[config.mk]
export PLATFORM = sky130hd
export DESIGN_NAME = trng_harvester_flat
export DESIGN_NICKNAME = d
export VERILOG_FILES = /design/src/rtl/trng_pkg.sv /design/src/rtl/trng_harvester_if.sv /design/src/rtl/trng_rep_test.sv /design/src/rtl/trng_harvester.sv /design/src/flat_wrapper.sv
export SDC_FILE = /design/constraint.sdc
export NUM_CORES = 1
export LEC_CHECK = 0
export ABC_AREA = 1
export CAP_MARGIN = 10
export CORE_AREA = 2 2 47 92
export DETAILED_ROUTE_END_ITERATION = 10
export DIE_AREA = 0 0 49 94
export PLACE_DENSITY = 0.72
export SETUP_SLACK_MARGIN = 0.1
export SLEW_MARGIN = 20
export SYNTH_ARGS = -nofsm -noshare
export SYNTH_HDL_FRONTEND = slang
export SYNTH_SLANG_ARGS = --single-unit
[constraint.sdc]
create_clock -name clk -period 4.35 [get_ports clk]
set_clock_uncertainty 0.1 [all_clocks]
set_input_delay 0.87 -clock clk [delete_from_list [all_inputs] [get_ports clk]]
set_output_delay 0.87 -clock clk [all_outputs]
set_load 0.1 [all_outputs]
[src/rtl/trng_pkg.sv]
// Shared types and constants for the TRNG entropy harvester.
//   state_t      : harvester FSM states
//   RUN_W        : width of the repetition-count run counter
//   *_MIN/*_MAX  : legal parameter ranges checked at elaboration
package trng_pkg;

  typedef enum logic [1:0] {
    IDLE = 2'd0,
    FILL = 2'd1,
    FULL = 2'd2,
    FAIL = 2'd3
  } state_t;

  localparam int unsigned RUN_W = 8;

  localparam int unsigned N_CH_MIN   = 1;
  localparam int unsigned N_CH_MAX   = 16;
  localparam int unsigned WORD_W_MIN = 2;
  localparam int unsigned WORD_W_MAX = 32;
  localparam int unsigned REP_MIN    = 2;
  localparam int unsigned REP_MAX    = 255;
  localparam int unsigned SYNC_MIN   = 2;
  localparam int unsigned SYNC_MAX   = 4;

endpackage

[src/rtl/trng_harvester_if.sv]
// Random-word stream between the harvester and its consumer.
//   rnd_data  : assembled random word (producer -> consumer)
//   rnd_valid : word available        (producer -> consumer)
//   rnd_ready : consumer accepts word (consumer -> producer)
interface trng_harvester_if #(
  parameter int unsigned WORD_W = 8
);

  logic [WORD_W-1:0] rnd_data;
  logic              rnd_valid;
  logic              rnd_ready;

  modport master (output rnd_data, output rnd_valid, input rnd_ready);
  modport slave  (input rnd_data, input rnd_valid, output rnd_ready);

endinterface

[src/rtl/trng_rep_test.sv]
// Continuous repetition-count health test on the raw entropy bit.
//   clk, rst_n : clock, async active-low reset
//   clr        : clears run counter and alarm (harvester idle/disabled)
//   raw        : raw combined entropy bit, one per cycle
//   alarm      : sticky health failure, registered
//   hit_c      : run counter has reached REP_LIMIT this cycle (combinational)
module trng_rep_test
  import trng_pkg::*;
#(
  parameter int unsigned REP_LIMIT = 16
) (
  input  logic clk,
  input  logic rst_n,
  input  logic clr,
  input  logic raw,
  output logic alarm,
  output logic hit_c
);

  logic [RUN_W-1:0] run_q;
  logic             prev_q;

  // Alarm sets on the edge after the counter reaches the limit; the harvester
  // uses hit_c to enter FAIL on that same edge.
  assign hit_c = !clr && (run_q >= RUN_W'(REP_LIMIT));

  // Run counter (saturating), previous-bit tracker and sticky alarm.
  always_ff @(posedge clk or negedge rst_n) begin
    if (!rst_n) begin
      run_q  <= '0;
      prev_q <= 1'b0;
      alarm  <= 1'b0;
    end else begin
      prev_q <= raw;
      if (clr) begin
        run_q <= '0;
        alarm <= 1'b0;
      end else begin
        // A zero count means no previous sample is valid yet: start a new run.
        if ((run_q != '0) && (raw == prev_q)) begin
          if (run_q != '1) run_q <= run_q + 1'b1;
        end else begin
          run_q <= RUN_W'(1);
        end
        if (hit_c) alarm <= 1'b1;
      end
    end
  end

endmodule

[src/rtl/trng_harvester.sv]
// Entropy harvester: synchronises N_CH asynchronous entropy cells, XORs the
// enabled channels into one raw bit per cycle, optionally von Neumann debiases
// it, runs a repetition-count health test and packs bits into WORD_W words.
// Optional feature macro: TRNG_VN_EN (von Neumann debiasing on raw pairs).
//   clk, rst_n : clock, async active-low reset
//   en         : harvest enable; low forces IDLE and clears alarm
//   ent_in     : raw asynchronous entropy cell outputs
//   ch_mask    : 1 = channel contributes to the XOR
//   stream     : rnd_data / rnd_valid / rnd_ready word handshake (master)
//   alarm      : sticky health-test failure
module trng_harvester
  import trng_pkg::*;
#(
  parameter int unsigned N_CH        = 4,
  parameter int unsigned WORD_W      = 8,
  parameter int unsigned REP_LIMIT   = 16,
  parameter int unsigned SYNC_STAGES = 2
) (
  input  logic                  clk,
  input  logic                  rst_n,
  input  logic                  en,
  input  logic [N_CH-1:0]       ent_in,
  input  logic [N_CH-1:0]       ch_mask,
  trng_harvester_if.master      stream,
  output logic                  alarm
);

  localparam int unsigned CNT_W = $clog2(WORD_W) + 1;

  if ((N_CH < N_CH_MIN) || (N_CH > N_CH_MAX) ||
      (WORD_W < WORD_W_MIN) || (WORD_W > WORD_W_MAX) ||
      (REP_LIMIT < REP_MIN) || (REP_LIMIT > REP_MAX) ||
      (SYNC_STAGES < SYNC_MIN) || (SYNC_STAGES > SYNC_MAX)) begin : g_param_err
    $error("trng_harvester: parameter out of range");
  end

  logic [N_CH-1:0] sync;
  logic            raw_q;

  // Per-channel synchroniser chains into the clk domain.
  for (genvar ch = 0; ch < N_CH; ch++) begin : g_sync
    logic [SYNC_STAGES-1:0] sh;
    always_ff @(posedge clk or negedge rst_n) begin
      if (!rst_n) sh <= '0;
      else        sh <= {sh[SYNC_STAGES-2:0], ent_in[ch]};
    end
    assign sync[ch] = sh[SYNC_STAGES-1];
  end

  // Raw bit: XOR of the enabled synchronised channels.
  always_ff @(posedge clk or negedge rst_n) begin
    if (!rst_n) raw_q <= 1'b0;
    else        raw_q <= ^(sync & ch_mask);
  end

  state_t state_q, state_n;
  logic   hit_c;
  logic   rep_clr;

  assign rep_clr = !en || (state_q == IDLE);

  trng_rep_test #(.REP_LIMIT(REP_LIMIT)) u_rep (
    .clk   (clk),
    .rst_n (rst_n),
    .clr   (rep_clr),
    .raw   (raw_q),
    .alarm (alarm),
    .hit_c (hit_c)
  );

  logic [WORD_W-1:0] acc_q, acc_n;
  logic [WORD_W-1:0] data_q, data_n;
  logic [CNT_W-1:0]  cnt_q, cnt_n;
  logic              valid_q, valid_n;
  logic              bit_ok;
  logic              bit_v;
`ifdef TRNG_VN_EN
  logic              phase_q, phase_n;
  logic              first_q, first_n;
`endif

  // State and datapath registers.
  always_ff @(posedge clk or negedge rst_n) begin
    if (!rst_n) begin
      state_q <= IDLE;
      acc_q   <= '0;
      data_q  <= '0;
      cnt_q   <= '0;
      valid_q <= 1'b0;
`ifdef TRNG_VN_EN
      phase_q <= 1'b0;
      first_q <= 1'b0;
`endif
    end else begin
      state_q <= state_n;
      acc_q   <= acc_n;
      data_q  <= data_n;
      cnt_q   <= cnt_n;
      valid_q <= valid_n;
`ifdef TRNG_VN_EN
      phase_q <= phase_n;
      first_q <= first_n;
`endif
    end
  end

  // Next-state and datapath logic.
  always_comb begin
    state_n = state_q;
    acc_n   = acc_q;
    data_n  = data_q;
    cnt_n   = cnt_q;
    valid_n = valid_q;
    bit_ok  = 1'b0;
    bit_v   = raw_q;
`ifdef TRNG_VN_EN
    phase_n = phase_q;
    first_n = first_q;
`endif

    unique case (state_q)
      IDLE: begin
        acc_n   = '0;
        data_n  = '0;
        cnt_n   = '0;
        valid_n = 1'b0;
`ifdef TRNG_VN_EN
        phase_n = 1'b0;
`endif
        if (en) state_n = FILL;
      end

      FILL: begin
        if (hit_c) begin
          state_n = FAIL;
          data_n  = '0;
          valid_n = 1'b0;
        end else begin
`ifdef TRNG_VN_EN
          // First bit of a pair is stored; 01 -> 0, 10 -> 1, equal pairs drop.
          phase_n = !phase_q;
          if (!phase_q) begin
            first_n = raw_q;
          end else if (first_q != raw_q) begin
            bit_ok = 1'b1;
            bit_v  = first_q;
          end
`else
          bit_ok = 1'b1;
`endif
          if (bit_ok) begin
            acc_n = {acc_q[WORD_W-2:0], bit_v};
            if (cnt_q == CNT_W'(WORD_W - 1)) begin
              data_n  = acc_n;
              valid_n = 1'b1;
              cnt_n   = '0;
              state_n = FULL;
            end else begin
              cnt_n = cnt_q + 1'b1;
            end
          end
        end
      end

      FULL: begin
        if (hit_c) begin
          state_n = FAIL;
          data_n  = '0;
          valid_n = 1'b0;
        end else if (valid_q && stream.rnd_ready) begin
          state_n = FILL;
          valid_n = 1'b0;
          cnt_n   = '0;
`ifdef TRNG_VN_EN
          phase_n = 1'b0;
`endif
        end
      end

      FAIL: begin
        data_n  = '0;
        valid_n = 1'b0;
      end

      default: state_n = IDLE;
    endcase

    // Disable wins over everything and drops any pending word.
    if (!en) begin
      state_n = IDLE;
      valid_n = 1'b0;
      data_n  = '0;
      acc_n   = '0;
      cnt_n   = '0;
`ifdef TRNG_VN_EN
      phase_n = 1'b0;
`endif
    end
  end

  assign stream.rnd_data  = data_q;
  assign stream.rnd_valid = valid_q;

endmodule

[src/flat_wrapper.sv]
// flat-port wrapper written by rule: the top's interface ports become plain ports
module trng_harvester_flat import trng_pkg::*;
#(
  parameter int unsigned N_CH        = 4,
  parameter int unsigned WORD_W      = 8,
  parameter int unsigned REP_LIMIT   = 16,
  parameter int unsigned SYNC_STAGES = 2
)
  (clk, rst_n, en, ent_in, ch_mask, alarm, stream_rnd_data, stream_rnd_valid, stream_rnd_ready);
  trng_harvester_if #(.WORD_W(WORD_W)) stream_i ();
  input  logic clk;
  input  logic rst_n;
  input  logic en;
  input  logic [N_CH-1:0] ent_in;
  input  logic [N_CH-1:0] ch_mask;
  output logic alarm;
  output wire logic [$bits(stream_i.rnd_data)-1:0] stream_rnd_data;
  output wire logic [$bits(stream_i.rnd_valid)-1:0] stream_rnd_valid;
  input wire logic [$bits(stream_i.rnd_ready)-1:0] stream_rnd_ready;
  assign stream_rnd_data = stream_i.rnd_data;
  assign stream_rnd_valid = stream_i.rnd_valid;
  assign stream_i.rnd_ready = stream_rnd_ready;
  trng_harvester #(.N_CH(N_CH), .WORD_W(WORD_W), .REP_LIMIT(REP_LIMIT), .SYNC_STAGES(SYNC_STAGES)) u_core (.clk(clk), .rst_n(rst_n), .en(en), .ent_in(ent_in), .ch_mask(ch_mask), .stream(stream_i), .alarm(alarm));
endmodule
Yosys cells after proc, flatten, opt, wreduce, memory -nomap -nowiden
Index checks and enable logic that the tools add are counted.
- magnitude comparators: 1
- equal/unequal tests: 15
- bitwise operators: 1
- $add $sub $neg: 2
- reductions and logical operators: 16
- multiplexer cells: 31
- operators by type and width (operator ; count):
    8-bit 2-to-1 mux ; 7
    8-bit case mux with 3 select lines ; 1
    4-bit 2-to-1 mux ; 5
    7-bit 2-to-1 mux ; 2
    7-bit case mux with 2 select lines ; 1
    4-bit case mux with 3 select lines ; 1
    2-bit 2-to-1 mux ; 5
    3-bit by 2-bit != test with 1-bit output (second input constant) ; 3
    8-bit by 1-bit adder with 8-bit output (second input constant) ; 1
    8-bit by 5-bit greater-or-equal comparator with 1-bit output (second input constant) ; 1
    4-bit by 2-bit != test with 1-bit output (second input constant) ; 2
    8-bit != test (second input constant) ; 1
    8-bit nonzero test ; 1
    1-bit 2-to-1 mux ; 7
    3-bit != test (second input constant) ; 2
    2-bit case mux with 3 select lines ; 1
    2-bit AND reduction ; 3
    4-bit by 1-bit adder with 4-bit output (second input constant) ; 1
    4-bit bitwise AND ; 1
    2-bit == test (second input constant) ; 2
    4-bit by 3-bit == test with 1-bit output (second input constant) ; 1
    4-bit by 1-bit != test with 1-bit output (second input constant) ; 1
    4-bit AND reduction ; 1
    4-bit XOR reduction ; 1
    other kinds (11) ; 14
- bits of input ports: 12
- output and inout bits: 10
- logic and storage cells: 79
- bits in registers: 41

Longest topological paths before layout
- word-level depth: 7
- mapped depth: 10
- gate-level depth less buffers: 10

Modules after synthesis
From an unflattened synthesis, not the netlist that was laid out.
- cells, all modules: 240
- area total of the unflattened synthesis: 2120.8 µm²
- by module, submodules not included (module ; area an instance (µm²) ; cells an instance ; times used):
    trng_harvester ; 1471.4 ; 156 ; 1
    trng_rep_test ; 649.4 ; 84 ; 1

Least setup slack after synthesis
Ideal clock, no wire load.
- path kind: reg-to-output
- start: register u_core.valid_q (netlist: u_core.stream.rnd_valid)
- end: output port stream_rnd_valid
- data required time: 3380 ps
- arrival: 912 ps
- setup slack: 2468 ps
- buffers on the path: 0
- stages on the path, launching flop included: 1
- cells stage by stage: dfrtp_1
- RTL lines (element ; line ; RTL):
    start: declaration ; trng_harvester.sv:74 ; logic valid_q, valid_n;
    start signal: assignment ; trng_harvester.sv:99 ; valid_q <= valid_n;
    end: declaration ; flat_wrapper.sv:18 ; output wire logic [$bits(stream_i.rnd_valid)-1:0] stream_rnd_valid;
No word-level cell between the ends.

Worst setup path in the final report
- start: register u_core.valid_q (netlist: u_core.stream.rnd_valid)
- end: output port stream_rnd_valid
No word-level cell between the ends.

==> qor.csv <==
stage,metric,value,unit
worst_hold_path,min-delay worst type,reg -> reg,
critical_path,Buf/Inv on CP,1,
layout,fillers,372,
synthesis,mapped cell area,1960,um2
die,# IOs,22,
clocking,CTS buffer count,5,
clocking,Root Driver,clkbuf_8,
synthesis,top cell type's share of synthesized area,0.523,
global_route,grt total ovfl,0,
synthesis,most frequent cell after synthesis,nand2_1,
timing,final setup vio count,0,
critical_path,WP depth,1,
synthesis,synthesized net count,245,
layout,multi-input logic area,820,um2
critical_path,Crit Path Max Fanout,3,
clocking,post_cts resized,0,
synthesis,"Seq/Total Area, Yosys",0.523,
drt,Vias,1514,
critical_path,critical path endpoint category,output pin,
die,Initial Util,0.505,
global_route,initial antenna violation count,0,
drt,initial drt markers,36,
critical_path,startpoint types,flip-flop,
synthesis,Synth top cells by count,"nand2_1 (72), dfrtp_1 (41), inv_1 (22), nor2_1 (22), nand3_1 (14)",
power,Max VDD drop,0.311,mV
global_route,first-pass GRT wire length,6.75,mm
critical_path,FF-to-FF path depth,9,
synthesis,"flops & latches, synth",41,
die,CORE AREA,3880,um2
drt,mean number of vias per cell,4.98,
clocking,setup bufs post-CTS,0,
critical_path,Max stage delay on crit path,1.15,ns
synthesis,cell taking the most area after synthesis,dfrtp_1,
drt,final wirelength,3.83,mm
die,FP Rows,32,
critical_path,reg2reg start,u_core.state_q[1],
layout,post-route cell area,2310,um2
placed_design,IO buf count,21,
timing,period utilisation layout,0.642,
drt,wire per inst,12.6,um
synthesis,Ys Warns,0,
die,Die Y,94,um
global_route,largest net degree at the start of global routing,42,
layout,"Net count, final",271,
layout,fraction of layout cells with a size suffix above 1,0.103,
critical_path,critical path arrival,1.82,ns
status,outcome,"complete, no violations",
drt,DRC Markers,0,
critical_path,"critical path, cell by cell",clkdlybuf4s50_1,
timing,"Hold Violations, Final",0,
placed_design,DP HPWL,2.87,mm
clocking,clk sinks,41,
critical_path,"delay-heaviest family, CP",buffers and inverters,
clocking,"CTS clk-pin slew, worst paths",0.07,ns
synthesis,synth unique cells,24,
global_route,total track usage,0.195,
clocking,CTS Buffer Depth,2,
timing,Final min period,2.79,ns
drt,post-route ant nets,0,
layout,Area growth syn-to-layout,17.8,%
timing,RSZ-0062 raised after global routing,false,
clocking,CTS tree,yes,
clocking,number of hold buffers added after CTS,0,
power,Total Power,1.11,mW
placed_design,placed cell area,2210,um2
critical_path,r2r setup slk,2.61,ns
synthesis,Mapped Avg Cell Area,8.65,um2
clocking,Skew-Pair Late Insertion Delay,0.29,ns
synthesis,Syn Inst Count,227,
timing,setup TNS,0,ns
synthesis,ys flop type,dfrtp_1,
synthesis,asr flop ratio synth,1.00,
layout,Seq. cell area,1030,um2
die,Die X,49,um
die,DIE AREA,4610,um2
critical_path,CP Launch Point,u_core.stream.rnd_valid,
synthesis,"EDFF count, synth",0,
global_route,vias in the first global route,1549,
flow_run,MaxCap Viol Count,0,
timing,Slew HR,0.346,
timing,Max Slew Vio Count,0,
critical_path,Worst Path Required,3.38,ns
timing,Worst-Margin Slew,0.978,ns
worst_hold_path,Hold EP,u_core.g_sync[2].sh[1],
drt,Detailed Routing Iterations Pass 1,4,
worst_hold_path,Worst Hold Depth,0,
timing,Max Clock Freq,358,MHz
critical_path,CP max stage cell,clkdlybuf4s50_1,
placed_design,GP Congestion,0.774,
worst_hold_path,min-delay src,u_core.g_sync[2].sh[0],
synthesis,"top cells by area, synth","dfrtp_1 (52%), nand2_1 (14%), inv_1 (4.2%), nor2_1 (4.2%), ha_1 (3.8%)",
clocking,H-tree depth,2,
critical_path,Critical Setup Path Class,reg -> out,
layout,Ant. Diodes,0,
critical_path,Reg2Reg Capture Point,u_core.stream.rnd_data[5],
power,pwr dens,481,nW/um2
power,Leakage,1.13,nW
## worst max-delay path by stage
stage          slack (ns)               end
6_report             1.56  stream_rnd_valid
5_1_grt              1.53  stream_rnd_valid
4_1_cts              1.55  stream_rnd_valid
3_5_place_dp         1.87  stream_rnd_valid
3_3_place_gp         1.87  stream_rnd_valid
2_1_floorplan        2.47  stream_rnd_valid
## stage by stage
stage | hold slack, ns | utilization | std cells | setup WS, ns
2_1_floorplan | 0.231 | - | 227 | 2.47
3_3_place_gp | 0.233 | 0.569 | 297 | 1.87
3_5_place_dp | 0.241 | 0.569 | 297 | 1.87
4_1_cts | 0.258 | 0.596 | 304 | 1.55
5_1_grt | 0.262 | 0.596 | 304 | 1.53
6_report | 0.252 | 0.596 | 304 | 1.56
## per-layer routing
metal,up-vias,GRT usage,share of wire
met5,-,0,0
met3,6,0.0303,0.030
met1,707,0.195,0.39
li1,768,-,-
met2,33,0.381,0.56
met4,0,0.0857,0.021
## registers in the layout (all words and copies together), names as in the netlist
| signal | flops |
|---|---|
| u_core.stream.rnd_valid | 1 |
| u_core.g_sync.sh | 8 |
| u_core.stream.rnd_data | 8 |
| u_core.cnt_q | 4 |
| u_core.u_rep.prev_q | 1 |
| u_core.u_rep.run_q | 8 |
| u_core.acc_q | 7 |
| u_core.bit_v | 1 |
| u_core.u_rep.alarm | 1 |
| u_core.state_q | 2 |
## kinds of logic (layout without fill, tap and decap cells)
family | count (synthesis) | count (layout) | share of synthesized area
adders and majority gates | 6 | 6 | 0.0382
AOI/OAI and AO/OA | 24 | 24 | 0.0714
xor gates and xnor gates | 5 | 5 | 0.0223
and+or+nand+nor | 125 | 125 | 0.286
DFF | 41 | 41 | 0.523
buffers and inverters | 26 | 52 | 0.0599
## placed cells by master (no fill, tap or decap), drive strengths merged, types with 2 or more instances in the layout
cell           synthesis  routed
nand2                 78      78
xnor2                  2       2
ha                     6       6
clkinv                 1       2
dfrtp                 41      41
xor2                   3       3
a21oi                  8       8
clkdlybuf4s50          0      20
nand3                 16      16
inv                   23      23
clkbuf                 0       5
or2                    2       2
nor2                  24      24
o21ai                 15      15
nand4                  4       4
## report_power, final
group          internal [mW]  switching (mW)
Sequential             0.421          0.0290
Clock                  0.167           0.123
Combinational          0.100           0.273
## area by class of cell
class,instances,share of cell area
Clock buffer,5,0.0297
Clock inverter,2,0.0151
Inverter,24,0.0411
Multi-Input combinational cell,160,0.354
Sequential cell,41,0.443
Tap cell,51,0.0276
Timing Repair Buffer,21,0.0887
Note: power is estimated with default switching activity, not from simulation.
